### src/rtl/cb_command_issuer_pkg.sv
// Shared constants, FSM state type and severity helpers for the circuit-breaker command issuer.
package cb_command_issuer_pkg;

  // Circuit-breaker modes driven to the order book.
  localparam logic [1:0] CB_NORMAL   = 2'b00;
  localparam logic [1:0] CB_THROTTLE = 2'b01;
  localparam logic [1:0] CB_WIDEN    = 2'b10;
  localparam logic [1:0] CB_PAUSE    = 2'b11;

  // ML classifier anomaly classes.
  localparam logic [1:0] ML_NORMAL          = 2'b00;
  localparam logic [1:0] ML_QUOTE_STUFFING  = 2'b01;
  localparam logic [1:0] ML_ORDER_IMBALANCE = 2'b10;
  localparam logic [1:0] ML_FLASH_CRASH     = 2'b11;

  typedef enum logic [1:0] {
    StIdle,
    StArming,
    StIssue,
    StHold
  } cb_state_e;

  // Each anomaly class commands the breaker mode of matching severity.
  function automatic logic [1:0] class_to_mode(input logic [1:0] cls);
    logic [1:0] mode;
    unique case (cls)
      ML_NORMAL:          mode = CB_NORMAL;
      ML_QUOTE_STUFFING:  mode = CB_THROTTLE;
      ML_ORDER_IMBALANCE: mode = CB_WIDEN;
      default:            mode = CB_PAUSE;
    endcase
    return mode;
  endfunction

  // Severity rises with the encoding: pause > widen > throttle > normal.
  function automatic logic sev_gt(input logic [1:0] a, input logic [1:0] b);
    return a > b;
  endfunction

endpackage

### src/rtl/cb_command_issuer_if.sv
// Detection input, book feedback and breaker command bundle of the command issuer.
interface cb_command_issuer_if;
  logic       ml_valid;
  logic [1:0] ml_class;
  logic [7:0] ml_conf;
  logic       cb_active_fb;
  logic [1:0] cb_state_fb;
  logic [1:0] cb_mode;
  logic [7:0] cb_param;
  logic       cb_load;
  logic [7:0] issue_count;
  logic       busy;

  // Environment side: classifier plus order book.
  modport master (
    output ml_valid, ml_class, ml_conf, cb_active_fb, cb_state_fb,
    input  cb_mode, cb_param, cb_load, issue_count, busy
  );

  // Issuer side.
  modport slave (
    input  ml_valid, ml_class, ml_conf, cb_active_fb, cb_state_fb,
    output cb_mode, cb_param, cb_load, issue_count, busy
  );
endinterface

### src/rtl/cb_streak_tracker.sv
// Candidate class, consecutive-detection streak and peak confidence of the current candidate.
// Outputs expose the candidate as updated by this cycle's detection; i_clear only zeroes the
// stored state so the detection that triggers an issue is consumed by it.
// CB_CLEAR_EN: NORMAL detections above the confidence floor build their own streak.
module cb_streak_tracker
  import cb_command_issuer_pkg::*;
#(
  parameter int unsigned CONF_MIN = 64
) (
  input  logic       clk,
  input  logic       rst,
  input  logic       i_valid,
  input  logic [1:0] i_class,
  input  logic [7:0] i_conf,
  input  logic       i_clear,
  output logic [1:0] o_class,
  output logic [3:0] o_streak,
  output logic [7:0] o_param
);

  localparam logic [7:0] ConfMin = 8'(CONF_MIN);

  logic [1:0] r_class;
  logic [3:0] r_streak;
  logic [7:0] r_param;
  logic       w_qual;

  // Streak update from this cycle's detection.
  always_comb begin
    o_class  = r_class;
    o_streak = r_streak;
    o_param  = r_param;
`ifdef CB_CLEAR_EN
    w_qual   = i_valid && (i_conf >= ConfMin);
`else
    w_qual   = i_valid && (i_conf >= ConfMin) && (i_class != ML_NORMAL);
`endif
    if (i_valid) begin
      if (!w_qual) begin
        o_streak = 4'd0;
      end else if ((i_class == r_class) && (r_streak != 4'd0)) begin
        o_streak = (r_streak == 4'd15) ? r_streak : r_streak + 4'd1;
        o_param  = (i_conf > r_param) ? i_conf : r_param;
      end else begin
        o_class  = i_class;
        o_streak = 4'd1;
        o_param  = i_conf;
      end
    end
  end

  // Candidate registers; cleared on reset and when the candidate is issued.
  always_ff @(posedge clk) begin
    if (rst || i_clear) begin
      r_class  <= ML_NORMAL;
      r_streak <= 4'd0;
      r_param  <= 8'd0;
    end else begin
      r_class  <= o_class;
      r_streak <= o_streak;
      r_param  <= o_param;
    end
  end

endmodule

### src/rtl/cb_command_issuer.sv
// Circuit-breaker command issuer: filters ML detections, confirms streaks, ranks severity and
// enforces a cooldown before driving cb_mode/cb_param/cb_load to the order book.
// Optional macro CB_CLEAR_EN enables early release (mode NORMAL) from confirmed NORMAL streaks.
module cb_command_issuer
  import cb_command_issuer_pkg::*;
#(
  parameter int unsigned CONF_MIN  = 64,
  parameter int unsigned CONFIRM_N = 2,
  parameter int unsigned COOLDOWN  = 16
) (
  input logic               clk,
  input logic               rst,
  cb_command_issuer_if.slave bus
);

  localparam logic [3:0] ConfirmN = 4'(CONFIRM_N);
  localparam logic [7:0] Cooldown = 8'(COOLDOWN);

  cb_state_e  r_state;
  cb_state_e  w_state_next;
  logic [1:0] r_cb_mode;
  logic [7:0] r_cb_param;
  logic [7:0] r_issue_count;
  logic [7:0] r_cool;

  logic       w_valid;
  logic       w_clear;
  logic [1:0] w_cand_class;
  logic [3:0] w_streak;
  logic [7:0] w_cand_param;
  logic [1:0] w_cand_mode;
  logic       w_confirm;
  logic       w_fb_ok;
  logic       w_hold_ok;
  logic       w_permit_raise;
  logic       w_permit_clear;
  logic       w_permit;
  logic [1:0] w_issue_mode;
  logic [7:0] w_issue_param;

  // Detections arriving during the issue cycle are dropped.
  assign w_valid = bus.ml_valid && (r_state != StIssue);
  assign w_clear = (w_state_next == StIssue);

  cb_streak_tracker #(
    .CONF_MIN (CONF_MIN)
  ) u_streak (
    .clk      (clk),
    .rst      (rst),
    .i_valid  (w_valid),
    .i_class  (bus.ml_class),
    .i_conf   (bus.ml_conf),
    .i_clear  (w_clear),
    .o_class  (w_cand_class),
    .o_streak (w_streak),
    .o_param  (w_cand_param)
  );

  // Issue permission for the candidate as it stands after this cycle's detection.
  always_comb begin
    w_cand_mode    = class_to_mode(w_cand_class);
    w_confirm      = (w_streak != 4'd0) &&
                     ((w_cand_class == ML_FLASH_CRASH) || (w_streak >= ConfirmN));
    w_fb_ok        = !bus.cb_active_fb || sev_gt(w_cand_mode, bus.cb_state_fb);
    w_hold_ok      = (r_state != StHold) || sev_gt(w_cand_mode, r_cb_mode);
    w_permit_raise = w_confirm && (w_cand_mode != CB_NORMAL) && w_fb_ok && w_hold_ok;
`ifdef CB_CLEAR_EN
    w_permit_clear = (w_streak >= ConfirmN) && (w_cand_class == ML_NORMAL) &&
                     bus.cb_active_fb && (r_state != StHold);
`else
    w_permit_clear = 1'b0;
`endif
    w_permit       = w_permit_raise || w_permit_clear;
    w_issue_mode   = w_permit_raise ? w_cand_mode : CB_NORMAL;
    w_issue_param  = w_permit_raise ? w_cand_param : 8'd0;
  end

  // FSM state register.
  always_ff @(posedge clk) begin
    if (rst) r_state <= StIdle;
    else     r_state <= w_state_next;
  end

  // FSM next-state logic.
  always_comb begin
    w_state_next = r_state;
    unique case (r_state)
      StIdle: begin
        if (w_permit)                 w_state_next = StIssue;
        else if (w_streak != 4'd0)    w_state_next = StArming;
      end
      StArming: begin
        if (w_streak == 4'd0)         w_state_next = StIdle;
        else if (w_permit)            w_state_next = StIssue;
      end
      StIssue:                        w_state_next = StHold;
      StHold: begin
        if (w_permit)                 w_state_next = StIssue;
        else if (r_cool <= 8'd1)      w_state_next = (w_streak != 4'd0) ? StArming : StIdle;
      end
      default:                        w_state_next = StIdle;
    endcase
  end

  // Command, counter and cooldown registers; loaded on entry to the issue cycle.
  always_ff @(posedge clk) begin
    if (rst) begin
      r_cb_mode     <= CB_NORMAL;
      r_cb_param    <= 8'd0;
      r_issue_count <= 8'd0;
      r_cool        <= 8'd0;
    end else begin
      if (w_state_next == StIssue) begin
        r_cb_mode     <= w_issue_mode;
        r_cb_param    <= w_issue_param;
        r_issue_count <= (r_issue_count == 8'hff) ? r_issue_count : r_issue_count + 8'd1;
      end
      if (r_state == StIssue)     r_cool <= Cooldown;
      else if (r_state == StHold) r_cool <= r_cool - 8'd1;
    end
  end

  // FSM outputs.
  always_comb begin
    bus.cb_mode     = r_cb_mode;
    bus.cb_param    = r_cb_param;
    bus.cb_load     = (r_state == StIssue);
    bus.issue_count = r_issue_count;
    bus.busy        = (r_state != StIdle);
  end

endmodule

### src/flat_wrapper.sv
// flat-port wrapper written by rule: the top's interface ports become plain ports
module cb_command_issuer_flat import cb_command_issuer_pkg::*;
#(
  parameter int unsigned CONF_MIN  = 64,
  parameter int unsigned CONFIRM_N = 2,
  parameter int unsigned COOLDOWN  = 16
)
  (clk, rst, bus_ml_valid, bus_ml_class, bus_ml_conf, bus_cb_active_fb, bus_cb_state_fb, bus_cb_mode, bus_cb_param, bus_cb_load, bus_issue_count, bus_busy);
  cb_command_issuer_if bus_i ();
  input logic clk;
  input logic rst;
  input wire logic [$bits(bus_i.ml_valid)-1:0] bus_ml_valid;
  input wire logic [$bits(bus_i.ml_class)-1:0] bus_ml_class;
  input wire logic [$bits(bus_i.ml_conf)-1:0] bus_ml_conf;
  input wire logic [$bits(bus_i.cb_active_fb)-1:0] bus_cb_active_fb;
  input wire logic [$bits(bus_i.cb_state_fb)-1:0] bus_cb_state_fb;
  output wire logic [$bits(bus_i.cb_mode)-1:0] bus_cb_mode;
  output wire logic [$bits(bus_i.cb_param)-1:0] bus_cb_param;
  output wire logic [$bits(bus_i.cb_load)-1:0] bus_cb_load;
  output wire logic [$bits(bus_i.issue_count)-1:0] bus_issue_count;
  output wire logic [$bits(bus_i.busy)-1:0] bus_busy;
  assign bus_i.ml_valid = bus_ml_valid;
  assign bus_i.ml_class = bus_ml_class;
  assign bus_i.ml_conf = bus_ml_conf;
  assign bus_i.cb_active_fb = bus_cb_active_fb;
  assign bus_i.cb_state_fb = bus_cb_state_fb;
  assign bus_cb_mode = bus_i.cb_mode;
  assign bus_cb_param = bus_i.cb_param;
  assign bus_cb_load = bus_i.cb_load;
  assign bus_issue_count = bus_i.issue_count;
  assign bus_busy = bus_i.busy;
  cb_command_issuer #(.CONF_MIN(CONF_MIN), .CONFIRM_N(CONFIRM_N), .COOLDOWN(COOLDOWN)) u_core (.clk(clk), .rst(rst), .bus(bus_i));
endmodule
### config.mk
export PLATFORM = sky130hd
export DESIGN_NAME = cb_command_issuer_flat
export DESIGN_NICKNAME = d
export VERILOG_FILES = /design/src/rtl/cb_command_issuer_pkg.sv /design/src/rtl/cb_command_issuer_if.sv /design/src/rtl/cb_streak_tracker.sv /design/src/rtl/cb_command_issuer.sv /design/src/flat_wrapper.sv
export SDC_FILE = /design/constraint.sdc
export NUM_CORES = 1
export LEC_CHECK = 0
export ABC_AREA = 0
export CAP_MARGIN = 20
export CORE_UTILIZATION = 53
export CTS_CLUSTER_DIAMETER = 150
export DETAILED_ROUTE_END_ITERATION = 6
export MAX_ROUTING_LAYER = met4
export PLACE_DENSITY_LB_ADDON = 0.08
export SYNTH_ARGS = -nofsm -noshare
export SYNTH_HDL_FRONTEND = slang
export SYNTH_SLANG_ARGS = --single-unit
export TNS_END_PERCENT = 100
### constraint.sdc
create_clock -name clk -period 3.9 [get_ports clk]
set_clock_uncertainty 0.15 [all_clocks]
set_input_delay 0.585 -clock clk [delete_from_list [all_inputs] [get_ports clk]]
set_output_delay 0.585 -clock clk [all_outputs]
set_load 0.1 [all_outputs]
Word-level counts from Yosys, hierarchy flattened:

Index checks and enable logic that the tools add are counted.

* register bits after elaboration: 42
* output and inout port bits: 20
* logic and storage cells: 79

* add/subtract/negate cells: 3
* order comparisons: 6
* equal/unequal tests: 12
* multiplexer cells: 24
* bitwise gates (word level): 1
* reduce and logical (&&, ||, !) cells: 24

Operators by type and width (number)
* 8-bit two-way mux: 5
* 2-bit two-way mux: 10
* 4-bit two-way mux: 4
* 2-bit equality test (second input constant): 5
* 5-bit two-way mux: 2
* 8-bit by 1-bit adder with 8-bit output (second input constant): 1
* 8-bit equality test (second input constant): 1
* 8-bit by 7-bit greater-or-equal comparator with 1-bit output (second input constant): 1
* 8-bit greater-than comparator: 1
* 8-bit by 1-bit <= comparator with 1-bit output (second input constant): 1
* 1-bit logical AND: 8
* 2-bit one-hot mux with 4 select lines: 1
* 2-bit nonzero test: 4
* 4-bit nonzero test: 2
* 8-bit by 1-bit subtractor with 8-bit output (second input constant): 1
* 2-bit one-hot mux with 3 select lines: 1
* 4-bit by 1-bit adder with 4-bit output (second input constant): 1
* 2-bit by 1-bit equality test with 1-bit output (second input constant): 2
* 4-bit equality test (second input constant): 1
* 4-bit by 2-bit greater-or-equal comparator with 1-bit output (second input constant): 1
* 2-bit greater-than comparator: 2
* 2-bit zero test: 2
* 4-bit zero test: 1
* 1-bit logical OR: 4
* 7 further kinds: 8

Depth between registers and ports, before layout:

* word-level depth: 17
* gate-level depth with buffers: 14
* depth with buffers taken out: 13

By module:

A second synthesis with hierarchy kept.

* cells, all modules: 274
* area total of the unflattened synthesis: 2421.1 um2

By module, submodules not included
* cb_command_issuer: times used 1, cells each 155, area an instance 1400.1 um2, sequential area each 560.5 um2
* cb_streak_tracker: times used 1, cells each 119, area an instance 1021.0 um2, sequential area each 280.3 um2

Worst setup path after synthesis:

Ideal clock, no wire load.

* kind: reg-to-reg
* start point: reg u_core.r_state[0]
* end point: reg u_core.r_cb_param[0] (netlist: u_core.bus.cb_param[0])
* setup time: 0.075 ns
* data arrival time: 3.075 ns
* slack: 0.600 ns
* cell stages (with the launch flop): 15
* path through: dfxtp_1 > nand2b_4 > inv_2 > nor3_4 > mux2i_1 > inv_1 > ha_1 > nor2b_1 > o21ai_0 > o2bb2ai_1 > nor3_4 > o21ai_2 > nand2b_1 > buf_2 > o22ai_1

* elaborated cells between the ends (all ways): 43

RTL lines
* start, declared: RTL line cb_command_issuer.sv:19 `cb_state_e r_state;`
* start signal, assigned: RTL line cb_command_issuer.sv:80 `if (rst) r_state <= StIdle;`
* start signal, assigned: RTL line cb_command_issuer.sv:81 `else r_state <= w_state_next;`
* 2-bit equality test
* named net bus_cb_load: RTL line flat_wrapper.sv:19 `output wire logic [$bits(bus_i.cb_load)-1:0] bus_cb_load;`
* 2-bit one-hot mux with 4 select lines: RTL line cb_command_issuer.sv:87 `unique case (r_state)`
* 2-bit equality test: RTL line cb_command_issuer.sv:113 `if (w_state_next == StIssue) begin`
* end signal, assigned: RTL line cb_command_issuer.sv:115 `r_cb_param <= w_issue_param;`
* end, declared: RTL line cb_command_issuer.sv:22 `logic [7:0] r_cb_param;`

The timed path passes the listed nets, and every way through them passes these cells.
A chain may end at the register's enable or synchronous reset.

Worst setup path after layout:

* start point: in bus_ml_valid
* end point: reg u_core.r_issue_count[7] (netlist: u_core.bus.issue_count[7])

* word-level cells in the longest chain between the ends: 16
* elaborated cells between the ends (all ways): 35

RTL lines
* start, declared: RTL line flat_wrapper.sv:12 `input wire logic [$bits(bus_i.ml_valid)-1:0] bus_ml_valid;`
* 1-bit logical AND (*): RTL line cb_command_issuer.sv:42 `assign w_valid = bus.ml_valid && (r_state != StIssue);`
* 1-bit logical AND (2 in a row): RTL line cb_streak_tracker.sv:36 `w_qual = i_valid && (i_conf >= ConfMin) && (i_class != ML_NORMAL);`
* 2-bit two-way mux / 4-bit two-way mux (equally long branches): RTL line cb_streak_tracker.sv:39 `if (!w_qual) begin`
* 2-bit two-way mux / 4-bit two-way mux (equally long branches): RTL line cb_streak_tracker.sv:38 `if (i_valid) begin`
* 2-bit equality test, or another cell as far along: RTL line cb_command_issuer_pkg.sv:26 `unique case (cls)`
* 2-bit one-hot mux with 3 select lines / 1-bit logical OR (equally long branches): RTL line cb_command_issuer_pkg.sv:26, cb_command_issuer.sv:63
* 2-bit greater-than comparator, or another cell as far along: RTL line cb_command_issuer_pkg.sv:37 `return a > b;`
* 1-bit logical OR / 1-bit logical AND (equally long branches): RTL line cb_command_issuer.sv:64, cb_command_issuer.sv:66
* 1-bit logical AND (2 in a row): RTL line cb_command_issuer.sv:66 `w_permit_raise = w_confirm && (w_cand_mode != CB_NORMAL) && w_fb_ok && w_hold_ok;`
* 2-bit two-way mux: RTL line cb_command_issuer.sv:94 `else if (w_permit) w_state_next = StIssue;`
* 2-bit two-way mux: RTL line cb_command_issuer.sv:93 `if (w_streak == 4'd0) w_state_next = StIdle;`
* 2-bit one-hot mux with 4 select lines (*): RTL line cb_command_issuer.sv:87
* 2-bit equality test (*): RTL line cb_command_issuer.sv:113
* 2-bit AND reduction (no source line) (*)
* end signal, assigned: RTL line cb_command_issuer.sv:116 `r_issue_count <= (r_issue_count == 8'hff) ? r_issue_count : r_issue_count + 8'd1;`
* end, declared: RTL line cb_command_issuer.sv:23 `logic [7:0] r_issue_count;`

Every way passes the cells marked *; elsewhere a longest branch is shown, timed or not.

==> reports/qor.yml <==
outcome: "finished, final reports clean"
yosysWarnings: 0
synth_common_cells: "dfxtp_1, inv_1, nor2_1"
crit_fanout: 12
grt_antenna_before_repair: 0
max_stage_delay_ns: 0.52
htreeDepth: 2
finalSetupViolCount: 0
p_seq_frac: 0.475
port_buffers: 35
critPathLaunchType: "input port"
worst_skew_pair.late_latency_ns: 0.29
drtPass1Iterations: 4
cts_setup_buffers: 0
crit_type: "input port to flip-flop"
grt_pass1_wl_um: 7879
drt-total-wl_um: 4752
synth_ff_type: "dfxtp_1"
num_antenna_cells: 0
synth-edff-count: 0
netlist_instances: 267
avgViaCountPerCell: 5.483
ys_types: 55
final_antenna_net_count: 0
cp_slowest_cell: "clkdlybuf4s50_1"
tightest_slew_ns: 0.9703
finalCriticalPeriod_ns: 3.564
synth_most_common_cell: "dfxtp_1"
clock_power_share: 0.358
maxCapViolCount: 0
grtUsageTotal: 0.2343
hold_violations: 0
worstPathArrival_ns: 3.64
core_area_um2: 4086
overflow: 0
path_common_cell: "nor3_4"
p_comb_frac: 0.168
grt_max_degree: 24
fp.dieH_um: 67.86
drive_gt1_frac: 0.1186
relSlewSlack: 0.3511
vias: 1985
dp_hpwl_um: 3471
final_nets: 344
synth-seq-cells: 42
post-route-util: 0.7018
peakVddDrop_mv: 0.2283
swShare: 0.2639
avgSynthCellArea_um2: 8.608
synth_top_area_frac: 0.3658
root_buffer: "clkbuf_8"
drt_drc_violations_left: 0
fin_crit_sh: 0.9139
cp-end-kind: "flip-flop"
crit_required_ns: 3.97
hold_class: "flip-flop to flip-flop"
async_flop_share: 0
dpl_worst_slack_ns: -0.04623
p_per_area_nw_per_um2: 330.2
clock_path_buffers: 2
syn_area_um2: 2298
wl_per_cell_um: 13.13
ys_top_cells_by_area: "dfxtp_1, ha_1, inv_1"
grt_pass1_vias: 1809
cts_buffers: 5
rsz0062_at_grt: "no"
first_iter_violations: 126
row_count: 23
syn_nets: 300
gp_congestion: 0.8274
cts.sinks: 42
dieArea_um2: 4604
r2r_slack_ns: 0.59
synth_area_leader_cell: "dfxtp_1"
clock.fmax_ghz: 0.2806
leakage_uw: 0.001087
drv_slew: 0
p_int_uw: 697.1
die_x_um: 67.86
start_util: 0.5625
seq_area_frac_synth: 0.3658
io_pins: 36
path_clk_slew_ns: 0.08
setup_slack_ns: 0.3359
area_growth_pct: 24.77
path_cells: "clkdlybuf4s50_1 > inv_1 > nor3_4 > buf_4 > mux2i_2 > ha_1 > nand2_1 > o21ai_0 > o2bb2ai_1 > nor3_4 > o21ai_2 > or4_1 > a21oi_1"
switchingPower_uw: 249.9
tritoncts: "done"
-- routing by layer --
metal | GRT usage | part of all wire | wire length [um]
met3 | 0.05500 | 0.049 | 235
met5 | - | 0 | 0
met2 | 0.3750 | 0.47 | 2240
met4 | 0.07552 | 0.0095 | 45
met1 | 0.2906 | 0.47 | 2230
-- flip-flops by register name, indices dropped and copies added (netlist names) --
| signal | count |
|---|---|
| u_core.bus.cb_mode | 2 |
| u_core.bus.cb_param | 8 |
| u_core.bus.issue_count | 8 |
| u_core.r_cool | 8 |
| u_core.r_state | 2 |
| u_core.u_streak.r_class | 2 |
| u_core.u_streak.r_param | 8 |
| u_core.u_streak.r_streak | 4 |
-- per-stage QoR --
step / setup TNS, ns / cells / power (uW) / cell area, um2 / hold WS [ns]
floorplan: 0 / 267 / 562.1 / 2298 / 0.3172
global placement: 0 / 354 / 615.0 / 2755 / 0.2873
detailed placement: -0.04623 / 354 / 616.3 / 2755 / 0.3035
CTS: 0 / 362 / 958.6 / 2864 / 0.3169
global route: 0 / 362 / 993.3 / 2868 / 0.3414
finish: 0 / 362 / 947.0 / 2868 / 0.3139
-- cell families (layout without fill, tap and decap cells) --
kind of cell             Yosys count  after routing  synth area share
AO/OA/AOI/OAI                     65             65            0.1911
XOR/XNOR                           6              6           0.02613
adder cells (fa/ha/maj)           17             17           0.09254
buffers and inverters             37             82           0.06532
flip-flops                        42             42            0.3658
multiplexers                      11             11           0.04845
AND/OR/NAND/NOR                   89             89            0.2107
-- cell type report --
cell class	instances	area [um2]
clock inverters	3	40.04
repair buffers	45	435.4
multi-input cells	188	1311
inverters	29	108.9
flip-flops and latches	42	840.8
well taps	50	62.56
fillers	359	1219
clock buffers	5	68.82
-- cell usage in the layout, fill, tap and decap left out, types with 3 or more instances in the layout --
cell type        count
or2_2                4
nand3_1              7
nor4_1               6
clkbuf_8             5
nand3b_1             3
dfxtp_1             42
inv_1               28
ha_1                17
mux2i_1              9
o31ai_1              3
or3_1                4
nand2_1             15
nor3_1               3
buf_4               10
nor2_1              26
o21ai_0             14
xor2_1               3
a21oi_1             16
clkdlybuf4s50_1     34
nor2b_1              4
o22ai_1             10
-- path summary, 6_finish.rpt --
check	startpoint	end	depth (start not counted)
setup / recovery	bus_ml_valid	u_core.bus.issue_count[7]	13
hold / removal	u_core.bus.cb_param[1]	u_core.bus.cb_param[1]	2
setup reg to reg	u_core.r_state[0]	u_core.bus.issue_count[7]	13
hold reg to reg	u_core.bus.cb_param[1]	u_core.bus.cb_param[1]	2
-- power groups by stage --
stage               Sequential, uW  Clock, uW  Combinational [uW]
floorplan                      466          0                96.0
global placement               459          0                 156
detailed placement             459          0                 157
CTS                            449        351                 159
global route                   451        366                 176
finish                         449        339                 159
-- worst max-delay path: cells and delay by family --
| kind | cells | cell delay (ns) |
|---|---|---|
| fa+ha+maj | 1 | 0.29 |
| buf+inv | 3 | 0.80 |
| mux | 1 | 0.30 |
| simple gates | 4 | 0.99 |
| compound gates | 4 | 0.68 |
-- repair_timing --
item,CTS,global route
gates resized for setup,0,1
endpoints found under the setup margin,0,1
hold buffers,0,0
endpoints found under the hold margin,0,0
No activity file was read; power rests on OpenSTA's default activity.
